==> src/rtl/display_scroller.sv <==
`default_nettype none
// ============================================================================
//  Module      : display_scroller
//  Description : Scrolls a 16-digit hex message through an eight-digit
//                display window. A 16 x 4-bit message buffer is written
//                through a simple write port. While running, the window
//                start index (pos) advances by one digit every STEP_DIV
//                clocks, in either direction. The scroll runs endlessly or
//                stops after one full revolution.
//  Ports       : ck               - clock, rising edge
//                rst              - asynchronous active-high reset
//                wr_en/addr/data  - message buffer write port
//                start/stop       - start/restart and abort scrolling
//                dir              - 0: pos increments, 1: pos decrements
//                loop             - 1: endless, 0: one revolution
//                busy/done        - running flag / end-of-revolution pulse
//                pos              - current window start index
//                seg0..seg7       - digit codes mem[(pos+k) mod 16]
//  Revision    : 1.0 - initial release
// ============================================================================
module display_scroller #(
    parameter int STEP_DIV = 50000000
) (
    input  logic       ck,
    input  logic       rst,
    input  logic       wr_en,
    input  logic [3:0] wr_addr,
    input  logic [3:0] wr_data,
    input  logic       start,
    input  logic       stop,
    input  logic       dir,
    input  logic       loop,
    output logic       busy,
    output logic       done,
    output logic [3:0] pos,
    output logic [3:0] seg0,
    output logic [3:0] seg1,
    output logic [3:0] seg2,
    output logic [3:0] seg3,
    output logic [3:0] seg4,
    output logic [3:0] seg5,
    output logic [3:0] seg6,
    output logic [3:0] seg7
);

    localparam int DIV_W = (STEP_DIV > 2) ? $clog2(STEP_DIV) : 1;
    localparam logic [DIV_W-1:0] DIV_LAST = DIV_W'(STEP_DIV - 1);
    localparam logic [DIV_W-1:0] DIV_ONE  = DIV_W'(1);

    typedef enum logic [1:0] {
        IDLE = 2'd0,
        RUN  = 2'd1,
        DONE = 2'd2
    } state_t;

    state_t           state;
    state_t           state_nxt;
    logic [DIV_W-1:0] div;
    logic [3:0]       step_cnt;
    logic [3:0]       mem [16];

    // Datapath controls produced by the FSM.
    logic clear;   // zero divider and step counter
    logic count;   // advance the divider this cycle
    logic step;    // divider wraps: move pos, bump step counter

    // ------------------------------------------------------------------------
    // FSM state register
    // ------------------------------------------------------------------------
    always_ff @(posedge ck or posedge rst) begin
        if (rst) begin
            state <= IDLE;
        end else begin
            state <= state_nxt;
        end
    end

    // ------------------------------------------------------------------------
    // FSM next state and datapath controls. stop has priority over start,
    // and start in RUN restarts the revolution without issuing a step.
    // ------------------------------------------------------------------------
    always_comb begin
        state_nxt = state;
        clear     = 1'b0;
        count     = 1'b0;
        step      = 1'b0;
        case (state)
            IDLE: begin
                if (start && !stop) begin
                    state_nxt = RUN;
                    clear     = 1'b1;
                end
            end
            RUN: begin
                if (stop) begin
                    state_nxt = IDLE;
                end else if (start) begin
                    clear = 1'b1;
                end else begin
                    count = 1'b1;
                    if (div == DIV_LAST) begin
                        step = 1'b1;
                        // Sixteenth step of a one-shot returns pos to its start.
                        if (!loop && (step_cnt == 4'd15)) begin
                            state_nxt = DONE;
                        end
                    end
                end
            end
            DONE: begin
                state_nxt = IDLE;
            end
            default: begin
                state_nxt = IDLE;
            end
        endcase
    end

    // ------------------------------------------------------------------------
    // Divider, step counter and window position
    // ------------------------------------------------------------------------
    always_ff @(posedge ck or posedge rst) begin
        if (rst) begin
            div      <= '0;
            step_cnt <= 4'd0;
            pos      <= 4'd0;
        end else if (clear) begin
            div      <= '0;
            step_cnt <= 4'd0;
        end else if (count) begin
            if (step) begin
                div      <= '0;
                step_cnt <= step_cnt + 4'd1;
                pos      <= dir ? (pos - 4'd1) : (pos + 4'd1);
            end else begin
                div <= div + DIV_ONE;
            end
        end
    end

    // ------------------------------------------------------------------------
    // Message buffer: writable in any state, cleared by reset
    // ------------------------------------------------------------------------
    always_ff @(posedge ck or posedge rst) begin
        if (rst) begin
            for (int i = 0; i < 16; i++) begin
                mem[i] <= 4'd0;
            end
        end else if (wr_en) begin
            mem[wr_addr] <= wr_data;
        end
    end

    // ------------------------------------------------------------------------
    // Outputs. The 4-bit index sums wrap modulo 16 on their own.
    // ------------------------------------------------------------------------
    assign busy = (state == RUN);
    assign done = (state == DONE);

    assign seg0 = mem[pos];
    assign seg1 = mem[pos + 4'd1];
    assign seg2 = mem[pos + 4'd2];
    assign seg3 = mem[pos + 4'd3];
    assign seg4 = mem[pos + 4'd4];
    assign seg5 = mem[pos + 4'd5];
    assign seg6 = mem[pos + 4'd6];
    assign seg7 = mem[pos + 4'd7];

endmodule
`default_nettype wire

==> config.mk <==
export PLATFORM = sky130hd
export DESIGN_NAME = display_scroller
export DESIGN_NICKNAME = d
export VERILOG_FILES = /design/src/rtl/display_scroller.sv
export SDC_FILE = /design/constraint.sdc
export NUM_CORES = 1
export LEC_CHECK = 0
export BUFFER_PORTS_ARGS = -buffer_cell sky130_fd_sc_hd__buf_2
export CELL_PAD_IN_SITES_DETAIL_PLACEMENT = 0
export CELL_PAD_IN_SITES_GLOBAL_PLACEMENT = 1
export CORE_ASPECT_RATIO = 1.5
export CORE_MARGIN = 10
export CORE_UTILIZATION = 45
export DETAILED_ROUTE_END_ITERATION = 16
export PLACE_DENSITY = 0.83
export SYNTH_ARGS = -nofsm -noshare
export SYNTH_HDL_FRONTEND = slang
export SYNTH_SLANG_ARGS = --single-unit
export TNS_END_PERCENT = 30
==> constraint.sdc <==
create_clock -name ck -period 9.2 [get_ports ck]
set_clock_uncertainty 0.1 [all_clocks]
set_input_delay 0.46 -clock ck [delete_from_list [all_inputs] [get_ports ck]]
set_output_delay 0.46 -clock ck [all_outputs]
set_load 0.02 [all_outputs]
==> flow_metrics.env, run 1 <==
export IMPL_status="completed"
export IMPL_arrival_ns=2.96
export IMPL_grt_overflow=0
export IMPL_ys_types=53
export IMPL_synth_area_top_cells="dfrtp_1, mux4_2, mux2_2"
export IMPL_wire_per_inst_um=23.5
export IMPL_drive_gt1_share_pct=44.4
export IMPL_cts_sinks=100
export IMPL_start_kind="flop"
export IMPL_cp_max_fo=36
export IMPL_antenna_cells=0
export IMPL_fill_cells=1356
export IMPL_post_synth_cell_area_avg_sq_um=13.5
export IMPL_period_share_pct=38.2
export IMPL_regArea_sq_um=2510
export IMPL_via_per_inst=6.56
export IMPL_cts_resized=0
export IMPL_worst_path_max_delay_cell="xor2_1"
export IMPL_placedCellCount=755
export IMPL_timing_final_hold_violations=0
export IMPL_vias=5056
export IMPL_htree_levels=3
export IMPL_ctsHoldBuffers=0
export IMPL_slowest_delay_ns=0.61
export IMPL_core_sq_um=15600
export IMPL_max_freq_ghz=0.284
export IMPL_setup_violations=0
export IMPL_vdd_drop_max_mv=0.0901
export IMPL_synth_edff_count=0
export IMPL_cts_made_buffers=9
export IMPL_grt_pass1_vias=5129
export IMPL_ys_warn_count=0
export IMPL_dieArea_sq_um=21300
export IMPL_nets=587
export IMPL_syn_inst=526
export IMPL_rr_startpoint="div[16]"
export IMPL_grt_antenna_before_repair=0
export IMPL_yosysSeqAreaShare_pct=35.3
export IMPL_synth_area_sq_um=7090
export IMPL_multiInputGateArea_sq_um=4370
export IMPL_place_gp_congestion=0.928
export IMPL_cts_tree="yes"
export IMPL_path_class="flop to primary output"
export IMPL_dieHeight_um=174
export IMPL_yosysMostFrequentCell="dfrtp_1"
export IMPL_min_path_type="input port to async pin"
export IMPL_postCtsSetupRepairBufs=0
export IMPL_maxSlewHeadroom_pct=29.5
export IMPL_grt_first_pass_wirelength_um=29000
export IMPL_dp_hpwl_um=14000
export IMPL_drt_total_wl_um=18100
export IMPL_postSynth_asyncResetShare_pct=100
export IMPL_drv_cap=0
export IMPL_ioPinCount=53
export IMPL_track_usage_pct=17.4
export IMPL_grt_max_degree=69
export IMPL_drcViolationCount=0
export IMPL_worst_setup_path_end_kind="primary output"
export IMPL_setup_tns_final_ns=0
export IMPL_cp_cell_sequence="buf_4, ha_1, nand2_1, xor2_1, mux4_2, buf_2"
export IMPL_yosys_top_cells_count="dfrtp_1, mux4_2, mux2_2, nand2_1, buf_2"
export IMPL_reg2reg_depth=5
export IMPL_ys_seq_elements=100
export IMPL_drt_initial_drc_count=325
export IMPL_min_period_ns=3.52
export IMPL_cts_root_buffer="clkbuf_16"
export IMPL_placementRows=56
export IMPL_path_clk_slew_ns=0.08
export IMPL_instances_no_fill=771
export IMPL_rsz0062_at_grt="false"
export IMPL_slew_violations=0
export IMPL_synth_ff_type="dfrtp_1"
export IMPL_dr_pass1_iters=4
export IMPL_clkLatencyLatePin_ns=0.35
export IMPL_initial_core_util_pct=45.6
export IMPL_p_leak_nw=3.06
export IMPL_clockBufferDepth=2
export IMPL_stdcell_area_sq_um=7780
export IMPL_die_x_um=123
export IMPL_power_density_nw_per_um2=173
export IMPL_ant_nets=0
export IMPL_yosysTopAreaCellShare_pct=35.3
export IMPL_syn2layout_area_growth_pct=9.77
export IMPL_detailed_place_area_sq_um=7500
export IMPL_startpoint="pos[1]"
export IMPL_critPathRequiredTime_ns=8.64
export IMPL_worst_pin_slew_ns=1.06
export IMPL_io_buffer_count=52
export IMPL_syn_nets=550
export IMPL_yosys_area_top_type="dfrtp_1"
==> metal layers <==
layer | part of all wire, % | vias to the layer above | GRT usage, % | routed length (um)
met1 | 36 | 2618 | 19.5 | 6550
met4 | 4.3 | 0 | 8.97 | 784
li1 | - | 2204 | - | -
met3 | 5.2 | 42 | 2.77 | 946
met2 | 54 | 192 | 30.6 | 9810
met5 | 0 | - | 0 | 0
==> area by class of cell <==
cell class                 instances  area share (%)
multi-input combinational        382            56.2
inverter                           9           0.466
sequential                       100            32.2
timing repair buffer              61            4.21
tap                              203            3.26
clock buffer                      10            2.94
clock inverter                     6           0.739
==> cell families after synthesis <==
family	after synthesis	synth area share, %
AO/OA/AOI/OAI	54	5.89
XOR/XNOR	19	2.35
adder cells (fa/ha/maj)	9	1.59
buffers and inverters	44	3.03
flip-flops	100	35.3
multiplexers	163	40.4
AND/OR/NAND/NOR	137	11.4
==> registers in the layout, summed over array words and instances (netlist names) <==
| name | count |
|---|---|
| mem | 64 |
| step_cnt | 4 |
| div | 26 |
| pos | 4 |
| state | 2 |
==> worst max-delay path, delay by kind of cell, from the launching register on <==
kind / cells / cell delay (ns)
adder cells (fa/ha/maj): 1 / 0.30
multiplexers: 1 / 0.59
flip-flops: 1 / 0.37
buffers and inverters: 2 / 0.62
XOR/XNOR: 1 / 0.61
AND/OR/NAND/NOR: 1 / 0.08
==> through the flow <==
stage / power (W) / worst slack [ns] / util (%) / hold WS [ns]
after floorplan: 0.000862 / 5.44 / - / 0.379
after global placement: 0.000970 / 6.12 / 48.2 / 0.413
after detailed placement: 0.000989 / 6.08 / 48.2 / 0.436
after CTS: 0.00136 / 5.68 / 50.0 / 0.137
after global routing: 0.00141 / 5.45 / 50.0 / 0.172
final: 0.00135 / 5.68 / 50.0 / 0.120
==> worst paths after layout <==
check | endpoint | slack, ns
max | seg1[3] | 5.68
min | mem[16] | 0.12
max reg2reg | pos[3] | 6.46
min reg2reg | step_cnt[3] | 0.44
max in group asynchronous | pos[0] | 7.78
min in group ck | state[0] | 0.35
==> power breakdown <==
| part | leakage [nW] | internal (W) | switching, W |
|---|---|---|---|
| logic | 1.66 | 0.000223 | 0.000161 |
| clock network | 0.141 | 0.000190 | 0.000178 |
| registers | 1.27 | 0.000507 | 0.0000906 |
==> cells in the final DEF (no fill, tap or decap), drive strengths merged, types with 5 or more instances in the layout <==
cell type | Yosys | layout
mux2 | 65 | 65
ha | 9 | 9
a211oi | 20 | 20
dfrtp | 100 | 100
o31ai | 9 | 9
o21ai | 11 | 11
inv | 9 | 12
nor3 | 9 | 9
nand2 | 30 | 30
nand3 | 12 | 12
and2 | 5 | 5
or4 | 11 | 11
mux2i | 6 | 6
nor2 | 15 | 15
xnor2 | 11 | 11
nand4 | 11 | 11
mux4 | 92 | 92
or3 | 11 | 11
xor2 | 8 | 8
buf | 23 | 61
clkbuf | 12 | 10
nand2b | 6 | 6
a31oi | 5 | 5
Note: power is estimated with default switching activity, not from simulation.
==> run 2: changes to the inputs <==
--- a/config.mk
+++ b/config.mk
@@ -12,7 +12,7 @@
 export CORE_MARGIN = 10
 export CORE_UTILIZATION = 45
 export DETAILED_ROUTE_END_ITERATION = 16
-export PLACE_DENSITY = 0.83
+export PLACE_DENSITY = 0.86
 export SYNTH_ARGS = -nofsm -noshare
 export SYNTH_HDL_FRONTEND = slang
 export SYNTH_SLANG_ARGS = --single-unit
==> constraint.sdc (replaced) <==
create_clock -name ck -period 2.95 [get_ports ck]
set_clock_uncertainty 0.1 [all_clocks]
set_input_delay 0.1475 -clock ck [delete_from_list [all_inputs] [get_ports ck]]
set_output_delay 0.1475 -clock ck [all_outputs]
set_load 0.02 [all_outputs]
==> run 2 against run 1 <==
Against the previous run: critical path type unchanged; non-clock buffer count is 12 higher; cell count is 1.8% higher; final area is 2.7% higher; sequential cell count stayed put; highest routed layer unchanged; die area stayed put; register-to-register slack worse by 6.1 ns; critical path depth stayed put; global-route usage is 0.83 points higher; via count is 3.5% higher; wire length is 6.7% higher; hold slack worse by 0.091 ns; clock power grew to 3.2 times the previous value.
==> flow_metrics.env, run 2 (synthesized netlist as in run 1, its figures left out) <==
export IMPL_r2r_slack_ns=0.41
export IMPL_top_register="mem"
export IMPL_nets=599
export IMPL_largest_register_ffs=64
export IMPL_dieArea_sq_um=21300
export IMPL_dp_hpwl_um=14500
export IMPL_cts_made_buffers=9
export IMPL_rr_startpoint="div[16]"
export IMPL_initial_core_util_pct=45.6
export IMPL_slew_violations=0
export IMPL_drcViolationCount=0
export IMPL_cts_tree="yes"
export IMPL_wl_met1_um=6730
export IMPL_detailed_place_area_sq_um=7630
export IMPL_layout_commonest_cell="dfrtp_1"
export IMPL_layout_common_cells="dfrtp_1, mux4_2, mux2_2"
export IMPL_reg_top3="mem x64, div x26"
export IMPL_cp_max_fo=17
export IMPL_combPwrFrac_pct=28.1
export IMPL_fin_util_pct=51.4
export IMPL_timing_hold_ws_ns=0.0289
export IMPL_max_freq_ghz=0.345
export IMPL_track_usage_pct=18.2
export IMPL_place_gp_congestion=0.858
export IMPL_critPathRequiredTime_ns=2.70
export IMPL_min_period_ns=2.90
export IMPL_path_clk_slew_ns=0.08
export IMPL_grt_max_degree=71
export IMPL_grt_pass1_vias=5347
export IMPL_slowest_delay_ns=0.56
export IMPL_worst_pin_slew_ns=1.00
export IMPL_p_leak_nw=3.14
export IMPL_drt_total_wl_um=19300
export IMPL_timing_final_hold_violations=0
export IMPL_power_density_nw_per_um2=533
export IMPL_crit_top_cell="mux4_2"
export IMPL_grt_first_pass_wirelength_um=30300
export IMPL_dieHeight_um=174
export IMPL_start_kind="flop"
export IMPL_vdd_drop_max_mv=0.275
export IMPL_p_total_w=0.00426
export IMPL_grt_overflow=0
export IMPL_cts_root_buffer="clkbuf_16"
export IMPL_placementRows=56
export IMPL_min_path_type="input port to flop"
export IMPL_syn2layout_area_growth_pct=12.8
export IMPL_dr_pass1_iters=7
export IMPL_clockBufferDepth=2
export IMPL_worstHoldStart="loop"
export IMPL_period_share_pct=98.2
export IMPL_cts_sinks=100
export IMPL_clkLatencyLatePin_ns=0.36
export IMPL_path_class="flop to primary output"
export IMPL_die_x_um=123
export IMPL_sw_frac_of_total_pct=32.0
export IMPL_wire_per_inst_um=24.6
export IMPL_stdcell_area_sq_um=8000
export IMPL_drv_cap=0
export IMPL_min_path_cells=3
export IMPL_startpoint="pos[1]"
export IMPL_maxSlewHeadroom_pct=33.2
export IMPL_p_sw_w=0.00136
export IMPL_io_buffer_count=52
export IMPL_ant_nets=0
export IMPL_drt_initial_drc_count=507
export IMPL_htree_levels=3
export IMPL_vias=5234
export IMPL_worst_path_max_delay_cell="mux4_2"
export IMPL_routed_wl_met3_um=1020
export IMPL_reg2reg_depth=6
export IMPL_arrival_ns=2.65
export IMPL_setup_violations=0
export IMPL_core_sq_um=15600
export IMPL_grt_antenna_before_repair=2
export IMPL_status="completed"
export IMPL_top_layer_used="met4"
export IMPL_cp_cell_sequence="inv_1, ha_4, buf_12, mux4_2, mux4_2, buf_2"
export IMPL_p_clk_share_pct=27.9
export IMPL_ioPinCount=53
export IMPL_drive_gt1_share_pct=46.2
export IMPL_worst_setup_path_end_kind="primary output"
export IMPL_p_int_w=0.00290
export IMPL_via_per_inst=6.67
export IMPL_rsz0062_at_grt="true"
export IMPL_p_seq_share_pct=44.0
export IMPL_met2_length_um=10500
## run 2: layout make-up
class | count | area [sq um]
Sequential cell | 100 | 2510
Fill cell | 1358 | 7560
Tap cell | 203 | 254
Timing Repair Buffer | 73 | 488
Inverter | 9 | 37.5
Clock inverter | 6 | 65.1
Antenna cell | 2 | 5.00
Multi-Input combinational cell | 382 | 4400
Clock buffer | 10 | 239
## run 2: routing by layer
layer / up-vias / GRT usage, %
met5: - / 0
met4: 0 / 10.4
met3: 66 / 3.16
met2: 262 / 32.3
met1: 2678 / 19.5
li1: 2228 / -
## run 2: through the flow
step | setup TNS, ns | instances | setup WS [ns]
finish | 0 | 785 | 0.0535
global placement | 0 | 765 | 0.444
floorplan | 0 | 526 | 0.0167
detailed placement | 0 | 765 | 0.411
CTS | 0 | 782 | 0.0144
global route | -0.0366 | 785 | -0.0164
## run 2: what timing repair did
action / in CTS / in global routing
endpoints found under the setup margin: 0 / 11
buffers inserted: 0 / 0
endpoints found under the hold margin: 41 / 0
hold buffers: 1 / 0
gates resized for setup: 0 / 4
## run 2: worst paths after layout
kind | end
setup / recovery | seg7[2]
hold / removal | state[0]
setup reg to reg | div[22]
hold reg to reg | step_cnt[3]
max in group asynchronous | mem[19]
min in group asynchronous | div[2]
## run 2: worst max-delay path, delay by kind of cell, from the launching register on
| kind | cells | cell delay, ns |
|---|---|---|
| buf+inv | 3 | 0.50 |
| mux | 2 | 1.03 |
| fa+ha+maj | 1 | 0.36 |
| flops | 1 | 0.39 |
## run 2: power groups by stage
| stage | logic (W) | registers (W) | clock network, W |
|---|---|---|---|
| 6_report | 0.00120 | 0.00188 | 0.00119 |
| 3_3_place_gp | 0.00116 | 0.00184 | 0 |
| 3_5_place_dp | 0.00120 | 0.00188 | 0 |
| 2_1_floorplan | 0.000922 | 0.00177 | 0 |
| 5_1_grt | 0.00127 | 0.00190 | 0.00127 |
| 4_1_cts | 0.00120 | 0.00186 | 0.00122 |
